==> config.mk <==
export PLATFORM = sky130hd
export DESIGN_NAME = pwm11_meas
export DESIGN_NICKNAME = d
export VERILOG_FILES = /design/src/rtl/pwm11_meas.sv
export SDC_FILE = /design/constraint.sdc
export NUM_CORES = 1
export LEC_CHECK = 0
export BUFFER_PORTS_ARGS = -buffer_cell sky130_fd_sc_hd__clkbuf_2
export CAP_MARGIN = 20
export CORE_MARGIN = 2
export CORE_UTILIZATION = 45
export DETAILED_ROUTE_END_ITERATION = 6
export HOLD_SLACK_MARGIN = 0.02
export SYNTH_ARGS = -nofsm -noshare
export SYNTH_HDL_FRONTEND = slang
export SYNTH_SLANG_ARGS = --single-unit
export TNS_END_PERCENT = 5
==> constraint.sdc <==
create_clock -name clk -period 2.85 [get_ports clk]
set_input_delay 0.4275 -clock clk [delete_from_list [all_inputs] [get_ports clk]]
set_output_delay 0.4275 -clock clk [all_outputs]
set_load 0.03 [all_outputs]
==> src/rtl/pwm11_meas.sv <==
// pwm11_meas: recovers the duty value of an 11-bit PWM stream (nominal PERIOD
// clocks per cycle) as a count of high clocks, and flags wrong-period and
// stuck-line conditions.
//   clk, rst       : clock, synchronous active-high reset
//   PWM_sig        : PWM input, asynchronous to clk
//   duty, vld      : last measured high count, one-cycle update strobe
//   per_err        : one-cycle pulse when a measured period differs from PERIOD
//   stuck_lo/hi    : line held low/high for TMO clocks without a rising edge
//   locked         : in MEAS with at least one good period seen
module pwm11_meas #(
  parameter int PERIOD = 2048,
  parameter int TMO    = 4096
) (
  input  logic        clk,
  input  logic        rst,
  input  logic        PWM_sig,
  output logic [10:0] duty,
  output logic        vld,
  output logic        per_err,
  output logic        stuck_lo,
  output logic        stuck_hi,
  output logic        locked
);

  localparam logic [12:0] PER_C = 13'(PERIOD);
  localparam logic [12:0] TMO_C = 13'(TMO);

  typedef enum logic [1:0] {
    ST_IDLE,
    ST_MEAS,
    ST_STUCK
  } state_t;

  state_t      r_state;
  state_t      w_state_nxt;

  logic        r_s1;
  logic        r_s2;
  logic        r_s3;
  logic        w_rise;

  logic [12:0] r_per_cnt;
  logic [11:0] r_hi_cnt;

  logic [10:0] r_duty;
  logic        r_vld;
  logic        r_per_err;
  logic        r_stuck_lo;
  logic        r_stuck_hi;
  logic        r_locked;

  logic [10:0] w_duty_nxt;
  logic        w_vld_nxt;
  logic        w_per_err_nxt;
  logic        w_stuck_lo_nxt;
  logic        w_stuck_hi_nxt;
  logic        w_locked_nxt;
  logic        w_to_stuck;

  assign w_rise = r_s2 & ~r_s3;

  // Synchroniser plus history flop for edge detection.
  always_ff @(posedge clk) begin
    if (rst) begin
      r_s1 <= 1'b0;
      r_s2 <= 1'b0;
      r_s3 <= 1'b0;
    end else begin
      r_s1 <= PWM_sig;
      r_s2 <= r_s1;
      r_s3 <= r_s2;
    end
  end

  // Counters run in every state; a rise reloads them with 1 so the values
  // seen during the rise cycle describe the whole previous period.
  always_ff @(posedge clk) begin
    if (rst) begin
      r_per_cnt <= '0;
      r_hi_cnt  <= '0;
    end else if (w_rise) begin
      r_per_cnt <= 13'd1;
      r_hi_cnt  <= 12'd1;
    end else begin
      if (r_per_cnt != '1)
        r_per_cnt <= r_per_cnt + 13'd1;
      if (r_s2 && (r_hi_cnt != '1))
        r_hi_cnt <= r_hi_cnt + 12'd1;
    end
  end

  always_ff @(posedge clk) begin
    if (rst)
      r_state <= ST_IDLE;
    else
      r_state <= w_state_nxt;
  end

  always_comb begin
    w_state_nxt    = r_state;
    w_duty_nxt     = r_duty;
    w_vld_nxt      = 1'b0;
    w_per_err_nxt  = 1'b0;
    w_stuck_lo_nxt = r_stuck_lo;
    w_stuck_hi_nxt = r_stuck_hi;
    w_locked_nxt   = r_locked;
    w_to_stuck     = 1'b0;

    case (r_state)
      ST_IDLE: begin
        if (w_rise)
          w_state_nxt = ST_MEAS;
        else if (r_per_cnt == TMO_C)
          w_to_stuck = 1'b1;
      end
      ST_MEAS: begin
        if (w_rise) begin
          if (r_per_cnt == PER_C) begin
            w_duty_nxt   = r_hi_cnt[10:0];
            w_vld_nxt    = 1'b1;
            w_locked_nxt = 1'b1;
          end else begin
            w_per_err_nxt = 1'b1;
            w_locked_nxt  = 1'b0;
          end
        end else if (r_per_cnt == TMO_C) begin
          w_to_stuck = 1'b1;
        end
      end
      ST_STUCK: begin
        if (w_rise) begin
          w_state_nxt    = ST_MEAS;
          w_stuck_lo_nxt = 1'b0;
          w_stuck_hi_nxt = 1'b0;
        end
      end
      default: w_state_nxt = ST_IDLE;
    endcase

    // Stuck entry is shared by IDLE and MEAS; the counter keeps running past
    // TMO while in STUCK, so the entry reports exactly once.
    if (w_to_stuck) begin
      w_state_nxt  = ST_STUCK;
      w_vld_nxt    = 1'b1;
      w_locked_nxt = 1'b0;
      if (r_s2) begin
        w_stuck_hi_nxt = 1'b1;
        w_duty_nxt     = '1;
      end else begin
        w_stuck_lo_nxt = 1'b1;
        w_duty_nxt     = '0;
      end
    end
  end

  always_ff @(posedge clk) begin
    if (rst) begin
      r_duty     <= '0;
      r_vld      <= 1'b0;
      r_per_err  <= 1'b0;
      r_stuck_lo <= 1'b0;
      r_stuck_hi <= 1'b0;
      r_locked   <= 1'b0;
    end else begin
      r_duty     <= w_duty_nxt;
      r_vld      <= w_vld_nxt;
      r_per_err  <= w_per_err_nxt;
      r_stuck_lo <= w_stuck_lo_nxt;
      r_stuck_hi <= w_stuck_hi_nxt;
      r_locked   <= w_locked_nxt;
    end
  end

  assign duty     = r_duty;
  assign vld      = r_vld;
  assign per_err  = r_per_err;
  assign stuck_lo = r_stuck_lo;
  assign stuck_hi = r_stuck_hi;
  assign locked   = r_locked;

endmodule

==> results of run 1 <==
==> routing by layer <==
metal / GRT usage (%) / routed length (um) / vias up / share of wire, %
met1: 25.7 / 2130 / 734 / 54
met2: 24.7 / 1610 / 33 / 40
met4: 6.41 / 44 / 0 / 1.1
li1: - / - / 851 / -
met3: 3.17 / 193 / 5 / 4.8
met5: 0 / 0 / - / 0
==> worst max-delay path by stage <==
stage,start,slack [ns],depth (start not counted),to
4_1_cts,r_per_cnt[0],0.75,7,duty[1]
3_3_place_gp,r_per_cnt[0],0.81,7,duty[6]
3_5_place_dp,r_per_cnt[0],0.76,7,duty[1]
5_1_grt,r_per_cnt[0],0.58,7,duty[1]
6_report,r_per_cnt[0],0.77,7,duty[1]
2_1_floorplan,r_per_cnt[0],0.97,8,duty[1]
==> per-stage QoR <==
stage	hold slack (ns)	area (sq um)
6_report	0.340	2220
5_1_grt	0.368	2220
4_1_cts	0.338	2220
3_5_place_dp	0.427	2130
3_3_place_gp	0.416	2130
2_1_floorplan	0.414	1990
==> flip-flops by register name, summed over array words and instances (netlist names), named ones only <==
signal / cells
locked: 1
duty: 11
r_per_cnt: 13
per_err: 1
r_s1: 1
r_s2: 1
stuck_lo: 1
r_s3: 1
r_hi_cnt: 12
vld: 1
r_state: 2
==> power breakdown <==
| group | total [mW] | internal, mW | switching (mW) |
|---|---|---|---|
| logic | 0.0431 | 0.0177 | 0.0254 |
| registers | 0.655 | 0.649 | 0.00613 |
| clock network | 0.411 | 0.196 | 0.215 |
| total | 1.11 | 0.863 | 0.246 |
==> placed cells by master, fill, tap and decap left out, types with 4 or more instances in the layout <==
| cell | instances |
|---|---|
| sky130_fd_sc_hd__nor3_1 | 12 |
| sky130_fd_sc_hd__clkbuf_8 | 6 |
| sky130_fd_sc_hd__nand3_1 | 15 |
| sky130_fd_sc_hd__nand4_1 | 5 |
| sky130_fd_sc_hd__nand2_1 | 27 |
| sky130_fd_sc_hd__a21oi_1 | 10 |
| sky130_fd_sc_hd__clkbuf_2 | 18 |
| sky130_fd_sc_hd__xor2_1 | 8 |
| sky130_fd_sc_hd__dfxtp_1 | 46 |
| sky130_fd_sc_hd__xnor2_1 | 6 |
| sky130_fd_sc_hd__nand2b_1 | 5 |
| sky130_fd_sc_hd__nor2_1 | 24 |
| sky130_fd_sc_hd__a31oi_1 | 13 |
| sky130_fd_sc_hd__and4_1 | 4 |
| sky130_fd_sc_hd__and3_1 | 6 |
| sky130_fd_sc_hd__o21ai_0 | 7 |
==> worst max-delay path: stages (launching register included) <==
cell	delay, ns
sky130_fd_sc_hd__dfxtp_1	0.33
sky130_fd_sc_hd__inv_1	0.08
sky130_fd_sc_hd__ha_1	0.14
sky130_fd_sc_hd__or4b_4	0.49
sky130_fd_sc_hd__nor4_4	0.31
sky130_fd_sc_hd__and2b_1	0.39
sky130_fd_sc_hd__nand2_1	0.11
sky130_fd_sc_hd__a31oi_1	0.16
==> kinds of logic (layout without fill, tap and decap cells) <==
family / count (synthesis) / count (layout)
muxes: 3 / 3
buffers and inverters: 11 / 32
AOI/OAI and AO/OA: 35 / 35
DFF: 46 / 46
adders and majority gates: 3 / 3
xor gates and xnor gates: 14 / 14
and+or+nand+nor: 117 / 117
==> final cells by class <==
cell class,instances,share of cell area (%)
multi-input cells,172,46.0
flip-flops and latches,46,41.4
repair buffers,21,5.06
clock buffers,7,3.88
well taps,52,2.93
inverters,3,0.506
clock inverters,1,0.225
==> results.txt, run 1 <==
----------------------------------------------------
[Cells and area]
  Area growth syn-to-layout ... 11.8%
  ANT cells ... 0
  Number of cells in the finished layout apart from fillers ... 302
  Proportion of layout cells with a drive suffix above 1 ... 13.2%
  Layout filler cell count ... 424
  Area of the multi-input gates ... 0.00102 sq mm
  FF+latch area ... 921 sq um
  Final core utilization ... 51.8%
  Final Net Count ... 255

[Yosys]
  Yosys warns ... 0
  Compound-gate portion of the synthesized area ... 10.4%
  Synth Area in XOR/XNOR ... 6.16%
  Combinational family with the most area after synthesis ... simple AND/OR/NAND/NOR gates
  Number of enable-type register cells in the synthesized netlist ... 0
  Top cell type by total area after synthesis ... sky130_fd_sc_hd__dfxtp_1
  Top post-synthesis cells by count ... sky130_fd_sc_hd__dfxtp_1 (46), sky130_fd_sc_hd__nand2_1 (27), sky130_fd_sc_hd__nor2_1 (24)
  Most repeated cell in the gate-level netlist after synthesis ... sky130_fd_sc_hd__dfxtp_1
  Synthesized-area fraction occupied by adder cells ... 1.89%
  Gate count of the mapped netlist ... 229
  Simple logic cell fraction of the synthesized area ... 31.4%
  Mean area per synthesized cell ... 8.69 sq um
  Total nets after synthesis ... 235
  Number of register bits inferred by synthesis ... 46
  Mux cell area share after synthesis ... 1.51%
  Share of Yosys cell area claimed by the top area cell type ... 46.3%
  Synth area leaders ... sky130_fd_sc_hd__dfxtp_1 (46%), sky130_fd_sc_hd__nand2_1 (5.1%), sky130_fd_sc_hd__nor2_1 (4.5%)
  Async set-or-reset flop fraction in the synthesized netlist ... 0%
  Flip-flop cell with the highest count after synthesis ... sky130_fd_sc_hd__dfxtp_1
  Count of distinct cell types in the synthesized netlist ... 36
  Proportion of synthesized chip area in sequential cells ... 46.3%
  Cell area after synthesis ... 0.00199 sq mm

[STA]
  Post-route setup slack ... 0.773 ns
  Final critical-path required period ... 2.08 ns
  Setup repair after global routing missed its margin ... no
  Fin Setup TNS ... 0 ns
  Fin. max-slew vios ... 0
  Relative slew margins ... 69.9%
  Worst clock skew ... 0.00746 ns
  Portion of the clock cycle consumed by the worst path in the final layout ... 72.9%
  Finish-stage setup viols ... 0
  Final Hold Fails ... 0
  FMAX ... 0.481 GHz
  Transition time at the pin with the least slew margin ... 0.452 ns

[Clock network]
  CTS tree ... built
  Clock Tree Buf Depth ... 2
  CTS HTree Levels ... 2
  Clock slew seen by the registers of the worst setup and hold paths ... 0.09 ns
  Clk Latency, worst-skew pair ... 0.30 ns
  Number of buffers inserted during clock tree synthesis ... 5
  Post-CTS sizing ... 0
  Clock tree sinks ... 46
  Clock Tree Root ... sky130_fd_sc_hd__clkbuf_8
  Number of hold buffers added after cts ... 0
  Total setup buffers inserted after CTS ... 0

[Floorplanning]
  X dimension of the die ... 70.5 um
  Die Outline Area ... 0.00497 sq mm
  Die Y-Extent ... 70.5 um
  Count of pins on the block boundary ... 19
  Area inside the core boundary ... 0.00429 sq mm
  Number of standard-cell rows in the floorplan ... 24
  Initial Utilization ... 46.3%

[Run]
  Max Cap Viol ... 0

[Place]
  Dpl ws ... 0.761 ns
  Placed Instances ... 294
  Port Buf Inserts ... 18
  Post-DP HPWL ... 2790 um
  Final estimated routing congestion in global placement ... 0.796

[Drt]
  Post-detailed-route count of antenna-violating nets ... 0
  Number of vias in the routed layout ... 1623
  Pre-antenna DRT Iters ... 4
  Post-Route WL ... 3980 um
  Number of vias per cell ... 5.37
  Remaining DRCs ... 0
  Wire length per cell ... 13.2 um
  Number of design-rule violations left by the first detailed-router iteration ... 69

[Global route]
  Antenna violations before repair ... 0
  Wire length of the first global-routing pass ... 6930 um
  Pin count of the biggest net entering global routing ... 24
  Global routing usage summed across all routing layers ... 17.3%
  GRT Residual Overflow ... 0
  Via count of the first global-routing pass ... 1485

[Hold path]
  HP Start ... PWM_sig
  Worst Hold Path EP ... r_s1
  Classification of the worst-slack hold path ... in2reg
  Worst hold path depth ... 2

[Worst setup path]
  RR Startpoint ... r_per_cnt[0]
  Required time at the worst-slack endpoint ... 3.08 ns
  Data arrival time of the critical path ... 2.31 ns
  Critical path class ... reg2reg
  Logic depth of the worst register-to-register path ... 7
  CP Capture Type ... flip-flop
  Maximum fanout count along the critical path ... 12
  R2R Setup Slk ... 0.77 ns
  Nature of the critical path startpoint ... flip-flop
  Worst reg2reg endpoint ... duty[1]

[Pwr]
  Total power ... 1.11 mW
  Leak pwr ... 0.810 nW
  Worst voltage drop across the vdd grid ... 0.223 mV
  Cell area power density ... 499 mW/mm^2

[Outcome]
  Outcome ... finished, final reports clean

----------------------------------------------------
No activity file was read; power rests on OpenSTA's default activity.
==> run 2: changes to the inputs <==
- ABC_AREA: not set -> 1
- clock period: 2.85 -> 2 ns (I/O delays scaled with it)
==> run 2 against run 1 <==
Compared with the run above: first-iteration DRC count shrank 5.8%; power grew 72%; worst hold slack lost 0.16 ns; sequential share of layout area shrank 7.5 points; clock power grew 110%; synthesized area grew 21%; clock skew shrank 0.00070 ns; die area grew 20%; routed wire length grew 34%; combinational power grew to 2.5 times the previous value; via count grew 35%; critical endpoint is now r_per_cnt[0]; largest cell class unchanged.
==> results.txt, run 2 <==
----------------------------------------------------
[Pwr]
  Total power ... 1.91 mW
  Cell area power density ... 703 mW/mm^2
  Leak pwr ... 1.13 nW
  Sequential share of power ... 49.0%
  Switching Share ... 21.7%
  Logic gate share of total power ... 5.7%
  Clock network power share ... 45.3%
  Internal power summed over all cells ... 1.49 mW
  Worst voltage drop across the vdd grid ... 0.397 mV
  Switching pwr ... 0.414 mW

[Global route]
  Global routing usage summed across all routing layers ... 19.4%
  GRT Residual Overflow ... 0
  Wire length of the first global-routing pass ... 9290 um
  Antenna violations before repair ... 0
  Via count of the first global-routing pass ... 2076
  Pin count of the biggest net entering global routing ... 18

[Cells and area]
  Commonest non-fill, non-tap cell in the layout ... sky130_fd_sc_hd__nand2_1
  Commonest non-fill, non-tap cells in the layout ... sky130_fd_sc_hd__nand2_1 (89), sky130_fd_sc_hd__nor2_1 (59), sky130_fd_sc_hd__dfxtp_1 (46)
  Final Net Count ... 376
  ANT cells ... 0
  Number of flip-flops in the largest register ... 13
  Register name with the most flops ... r_per_cnt
  Area growth syn-to-layout ... 12.3%
  Proportion of layout cells with a drive suffix above 1 ... 15.1%

[Floorplanning]
  Count of pins on the block boundary ... 19
  Number of standard-cell rows in the floorplan ... 26
  X dimension of the die ... 77.3 um
  Area inside the core boundary ... 0.00514 sq mm
  Die Outline Area ... 0.00597 sq mm
  Initial Utilization ... 47.0%
  Die Y-Extent ... 77.3 um

[Yosys]
  Top cell type by total area after synthesis ... sky130_fd_sc_hd__dfxtp_1
  Async set-or-reset flop fraction in the synthesized netlist ... 0%
  Count of distinct cell types in the synthesized netlist ... 31
  Gate count of the mapped netlist ... 347
  Flip-flop cell with the highest count after synthesis ... sky130_fd_sc_hd__dfxtp_1
  Most repeated cell in the gate-level netlist after synthesis ... sky130_fd_sc_hd__nand2_1
  Synth area leaders ... sky130_fd_sc_hd__dfxtp_1 (38%), sky130_fd_sc_hd__nand2_1 (14%), sky130_fd_sc_hd__nor2_1 (9.2%)
  Mean area per synthesized cell ... 6.96 sq um
  Yosys warns ... 0
  Number of enable-type register cells in the synthesized netlist ... 0
  Number of register bits inferred by synthesis ... 46
  Share of Yosys cell area claimed by the top area cell type ... 38.1%
  Cell area after synthesis ... 0.00242 sq mm
  Total nets after synthesis ... 353
  Proportion of synthesized chip area in sequential cells ... 38.1%
  Top post-synthesis cells by count ... sky130_fd_sc_hd__nand2_1 (89), sky130_fd_sc_hd__nor2_1 (59), sky130_fd_sc_hd__dfxtp_1 (46)

[Clock network]
  Clock slew seen by the registers of the worst setup and hold paths ... 0.09 ns
  Number of hold buffers added after cts ... 0
  Clock tree sinks ... 46
  Number of buffers inserted during clock tree synthesis ... 5
  CTS tree ... built
  Clock Tree Buf Depth ... 2
  Total setup buffers inserted after CTS ... 0
  Clk Latency, worst-skew pair ... 0.30 ns
  Post-CTS sizing ... 0
  Clock Tree Root ... sky130_fd_sc_hd__clkbuf_8
  CTS HTree Levels ... 2

[STA]
  Worst clock skew ... 0.00676 ns
  Finish-stage setup viols ... 0
  Portion of the clock cycle consumed by the worst path in the final layout ... 89.8%
  Fin. max-slew vios ... 0
  FMAX ... 0.557 GHz
  Final Hold Fails ... 0
  Setup repair after global routing missed its margin ... no
  Transition time at the pin with the least slew margin ... 0.413 ns
  Fin Setup TNS ... 0 ns
  Final critical-path required period ... 1.80 ns
  Relative slew margins ... 72.4%

[Worst setup path]
  Nature of the critical path startpoint ... flip-flop
  Maximum fanout count along the critical path ... 12
  Required time at the worst-slack endpoint ... 2.18 ns
  CP Capture Type ... flip-flop
  Critical path class ... reg2reg
  Data arrival time of the critical path ... 1.98 ns

[Place]
  Post-DP HPWL ... 3930 um
  Final estimated routing congestion in global placement ... 0.803
  Port Buf Inserts ... 18

[Drt]
  Number of vias per cell ... 4.98
  Number of vias in the routed layout ... 2195
  Remaining DRCs ... 0
  Post-Route WL ... 5340 um
  Post-detailed-route count of antenna-violating nets ... 0
  Number of design-rule violations left by the first detailed-router iteration ... 65
  Pre-antenna DRT Iters ... 5
  Wire length per cell ... 12.1 um

[Run]
  Max Cap Viol ... 0

[Hold path]
  Classification of the worst-slack hold path ... in2reg

[Outcome]
  Outcome ... finished, final reports clean

----------------------------------------------------
==> run 2: changes by cell type in the layout (fill, tap and decap cells not counted), sizes merged, moves of 6 or more <==
cell	previous run	this run
nor2	24	67
and3	6	0
nand2	27	94
inv	3	44
nand4	5	21
nor3	12	4
a31oi	13	6
==> run 2: stage by stage <==
stage	setup slack [ns]	hold slack, ns	area [sq um]	utilization (%)	std cells
2_1_floorplan	0.558	0.388	2420	-	347
3_3_place_gp	0.268	0.400	2570	50.0	433
3_5_place_dp	0.238	0.402	2570	50.0	433
4_1_cts	0.219	0.174	2710	52.8	441
5_1_grt	0.0418	0.174	2710	52.8	441
6_report	0.204	0.181	2710	52.8	441
==> run 2: path summary, 6_finish.rpt <==
path / from / end / slack (ns) / depth (start not counted)
max: r_per_cnt[1] / r_per_cnt[0] / 0.20 / 8
min: PWM_sig / r_s1 / 0.18 / 3
max reg2reg: r_per_cnt[1] / r_per_cnt[0] / 0.20 / 8
min reg2reg: r_s1 / r_s2 / 0.41 / 2
==> run 2: final cells by class <==
class / count / area (sq um)
clock buffers: 6 / 82.6
clock inverters: 2 / 60.1
fillers: 538 / 2430
inverters: 44 / 165
multi-input cells: 249 / 1260
flip-flops and latches: 46 / 921
well taps: 70 / 87.6
repair buffers: 24 / 135
==> run 2: power groups by stage <==
stage               clock network, mW  logic, mW  registers, mW
floorplan                           0     0.0811          0.959
global placement                    0      0.107          0.956
detailed placement                  0      0.107          0.957
CTS                             0.882      0.109          0.935
global route                    0.921      0.122          0.938
finish                          0.865      0.108          0.935
==> run 2: critical path, cell delays in order (launching register included) <==
cell and delay, ns:
sky130_fd_sc_hd__dfxtp_1 0.38, sky130_fd_sc_hd__ha_1 0.25, sky130_fd_sc_hd__nand2_1 0.12, sky130_fd_sc_hd__nor2_2 0.11
sky130_fd_sc_hd__nand2_1 0.09, sky130_fd_sc_hd__nor2_2 0.12, sky130_fd_sc_hd__nand2_1 0.27, sky130_fd_sc_hd__o21ai_0 0.25
sky130_fd_sc_hd__a21oi_1 0.08
==> run 2: kinds of logic after synthesis <==
kind of cell / after synthesis / share of synthesized area, %
adders and majority gates: 3 / 1.55
and+or+nand+nor: 208 / 40.8
AOI/OAI and AO/OA: 34 / 8.39
buffers and inverters: 52 / 9.68
DFF: 46 / 38.1
xor gates and xnor gates: 4 / 1.45
==> run 2: per-layer routing <==
| layer | part of all wire (%) | GRT usage (%) | vias to the layer above |
|---|---|---|---|
| met4 | 1.3 | 5.89 | 0 |
| met5 | 0 | 0 | - |
| met3 | 2.7 | 5.06 | 6 |
| li1 | - | - | 1157 |
| met1 | 47 | 24.3 | 1006 |
| met2 | 49 | 32.5 | 26 |
==> run 3: changes to the inputs <==
- PLACE_DENSITY_LB_ADDON: not set -> 0.12
==> run 3 against run 2 <==
Compared with the run above: cell count is the same; combinational power about the same; critical path depth unchanged; global-route usage shrank 1.4 points; register-to-register slack improved by 0.03 ns.
==> results.txt, run 3 (synthesis results as in run 2) <==
----------------------------------------------------
[Worst setup path]
  R2R Setup Slk ... 0.23 ns
  Critical path class ... reg2reg
  Required time at the worst-slack endpoint ... 2.18 ns
  Endpoint of the most critical setup path ... r_per_cnt[0]
  Critical path origin ... r_per_cnt[1]
  RR Startpoint ... r_per_cnt[1]
  Logic depth of the worst register-to-register path ... 8
  Maximum fanout count along the critical path ... 12
  CP Capture Type ... flip-flop
  Data arrival time of the critical path ... 1.95 ns
  Worst reg2reg endpoint ... r_per_cnt[0]
  Nature of the critical path startpoint ... flip-flop

[Floorplanning]
  Die Y-Extent ... 77.3 um
  Number of standard-cell rows in the floorplan ... 26
  Die Outline Area ... 0.00597 sq mm
  Count of pins on the block boundary ... 19
  X dimension of the die ... 77.3 um
  Area inside the core boundary ... 0.00514 sq mm
  Initial Utilization ... 47.0%

[STA]
  Post-route setup slack ... 0.229 ns
  Portion of the clock cycle consumed by the worst path in the final layout ... 88.5%
  Final critical-path required period ... 1.77 ns
  FMAX ... 0.565 GHz
  Setup repair after global routing missed its margin ... no
  Final Hold Fails ... 0
  Transition time at the pin with the least slew margin ... 0.397 ns
  Fin. max-slew vios ... 0
  Relative slew margins ... 73.5%
  Fin Setup TNS ... 0 ns
  Worst clock skew ... 0.00573 ns
  Finish-stage setup viols ... 0
  Final hold slack ... 0.188 ns

[Cells and area]
  Commonest non-fill, non-tap cells in the layout ... sky130_fd_sc_hd__nand2_1 (89), sky130_fd_sc_hd__nor2_1 (59), sky130_fd_sc_hd__dfxtp_1 (46)
  Summed area of non-filler cells in the final layout ... 0.00271 sq mm
  Area growth syn-to-layout ... 12.3%
  Number of flip-flops in the largest register ... 13
  Proportion of layout cells with a drive suffix above 1 ... 15.1%
  ANT cells ... 0
  Final Net Count ... 376
  Register name with the most flops ... r_per_cnt
  Commonest non-fill, non-tap cell in the layout ... sky130_fd_sc_hd__nand2_1
  Layout filler cell count ... 529

[Clock network]
  Clock slew seen by the registers of the worst setup and hold paths ... 0.09 ns
  Post-CTS sizing ... 0
  Clock tree sinks ... 46
  Clk Latency, worst-skew pair ... 0.30 ns
  Total setup buffers inserted after CTS ... 0
  Number of buffers inserted during clock tree synthesis ... 5
  Clock Tree Root ... sky130_fd_sc_hd__clkbuf_8
  CTS HTree Levels ... 2
  Number of hold buffers added after cts ... 0
  Clock Tree Buf Depth ... 2
  CTS tree ... built

[Place]
  Final estimated routing congestion in global placement ... 0.818
  Dpl ws ... 0.222 ns
  Dpl cell area ... 0.00257 sq mm
  Port Buf Inserts ... 18
  Post-DP HPWL ... 3850 um

[Drt]
  Number of design-rule violations left by the first detailed-router iteration ... 109
  Pre-antenna DRT Iters ... 4
  Remaining DRCs ... 0
  Wire length per cell ... 11.7 um
  Post-Route WL ... 5150 um
  Number of vias per cell ... 4.98
  Number of vias in the routed layout ... 2196
  Post-detailed-route count of antenna-violating nets ... 0

[Global route]
  Via count of the first global-routing pass ... 1947
  Pin count of the biggest net entering global routing ... 18
  Global routing usage summed across all routing layers ... 17.9%
  GRT Residual Overflow ... 0
  Wire length of the first global-routing pass ... 8690 um
  Antenna violations before repair ... 0

[Outcome]
  Outcome ... finished, final reports clean

[Pwr]
  Leak pwr ... 1.13 nW
  Cell area power density ... 698 mW/mm^2
  Worst voltage drop across the vdd grid ... 0.402 mV

[Hold path]
  Classification of the worst-slack hold path ... in2reg

[Run]
  Max Cap Viol ... 0

----------------------------------------------------
[run 3: area by class of cell]
class / count / area, sq um / area share, %
Tap cell: 70 / 87.6 / 3.23
Sequential cell: 46 / 921 / 33.9
Timing Repair Buffer: 24 / 135 / 4.98
Clock inverter: 2 / 60.1 / 2.21
Multi-Input combinational cell: 249 / 1260 / 46.5
Clock buffer: 6 / 82.6 / 3.04
Inverter: 44 / 165 / 6.09
[run 3: worst min-delay path by stage]
stage            start   end  slack, ns  cells past startpoint
2_1_floorplan     r_s1  r_s2       0.39                      2
3_3_place_gp      r_s1  r_s2       0.40                      2
3_5_place_dp      r_s1  r_s2       0.40                      2
4_1_cts        PWM_sig  r_s1       0.18                      3
5_1_grt        PWM_sig  r_s1       0.18                      3
6_report       PWM_sig  r_s1       0.19                      3
[run 3: routing by layer]
layer / vias to the layer above / part of all wire [%] / GRT usage [%]
met5: - / 0 / 0
met2: 37 / 48 / 30.1
met1: 995 / 48 / 22.6
li1: 1157 / - / -
met3: 7 / 3.1 / 3.53
met4: 0 / 1.5 / 6.96
[run 3: power breakdown]
| group | total [mW] | leakage (nW) | switching (mW) | internal [mW] |
|---|---|---|---|---|
| sequential | 0.935 | 0.372 | 0.00877 | 0.926 |
| clock | 0.853 | 0.0714 | 0.320 | 0.533 |
| combinational | 0.106 | 0.688 | 0.0723 | 0.0336 |
[run 3: critical path, cell delays in order (launching register included)]
cell,delay [ns]
sky130_fd_sc_hd__dfxtp_1,0.37
sky130_fd_sc_hd__ha_1,0.24
sky130_fd_sc_hd__nand2_1,0.12
sky130_fd_sc_hd__nor2_2,0.11
sky130_fd_sc_hd__nand2_1,0.09
sky130_fd_sc_hd__nor2_2,0.12
sky130_fd_sc_hd__nand2_1,0.26
sky130_fd_sc_hd__o21ai_0,0.24
sky130_fd_sc_hd__a21oi_1,0.09
[run 3: stage by stage]
stage	total power, mW	cells	util (%)
2_1_floorplan	1.04	347	-
3_3_place_gp	1.06	433	50.0
3_5_place_dp	1.06	433	50.0
4_1_cts	1.92	441	52.8
5_1_grt	1.97	441	52.8
6_report	1.89	441	52.8
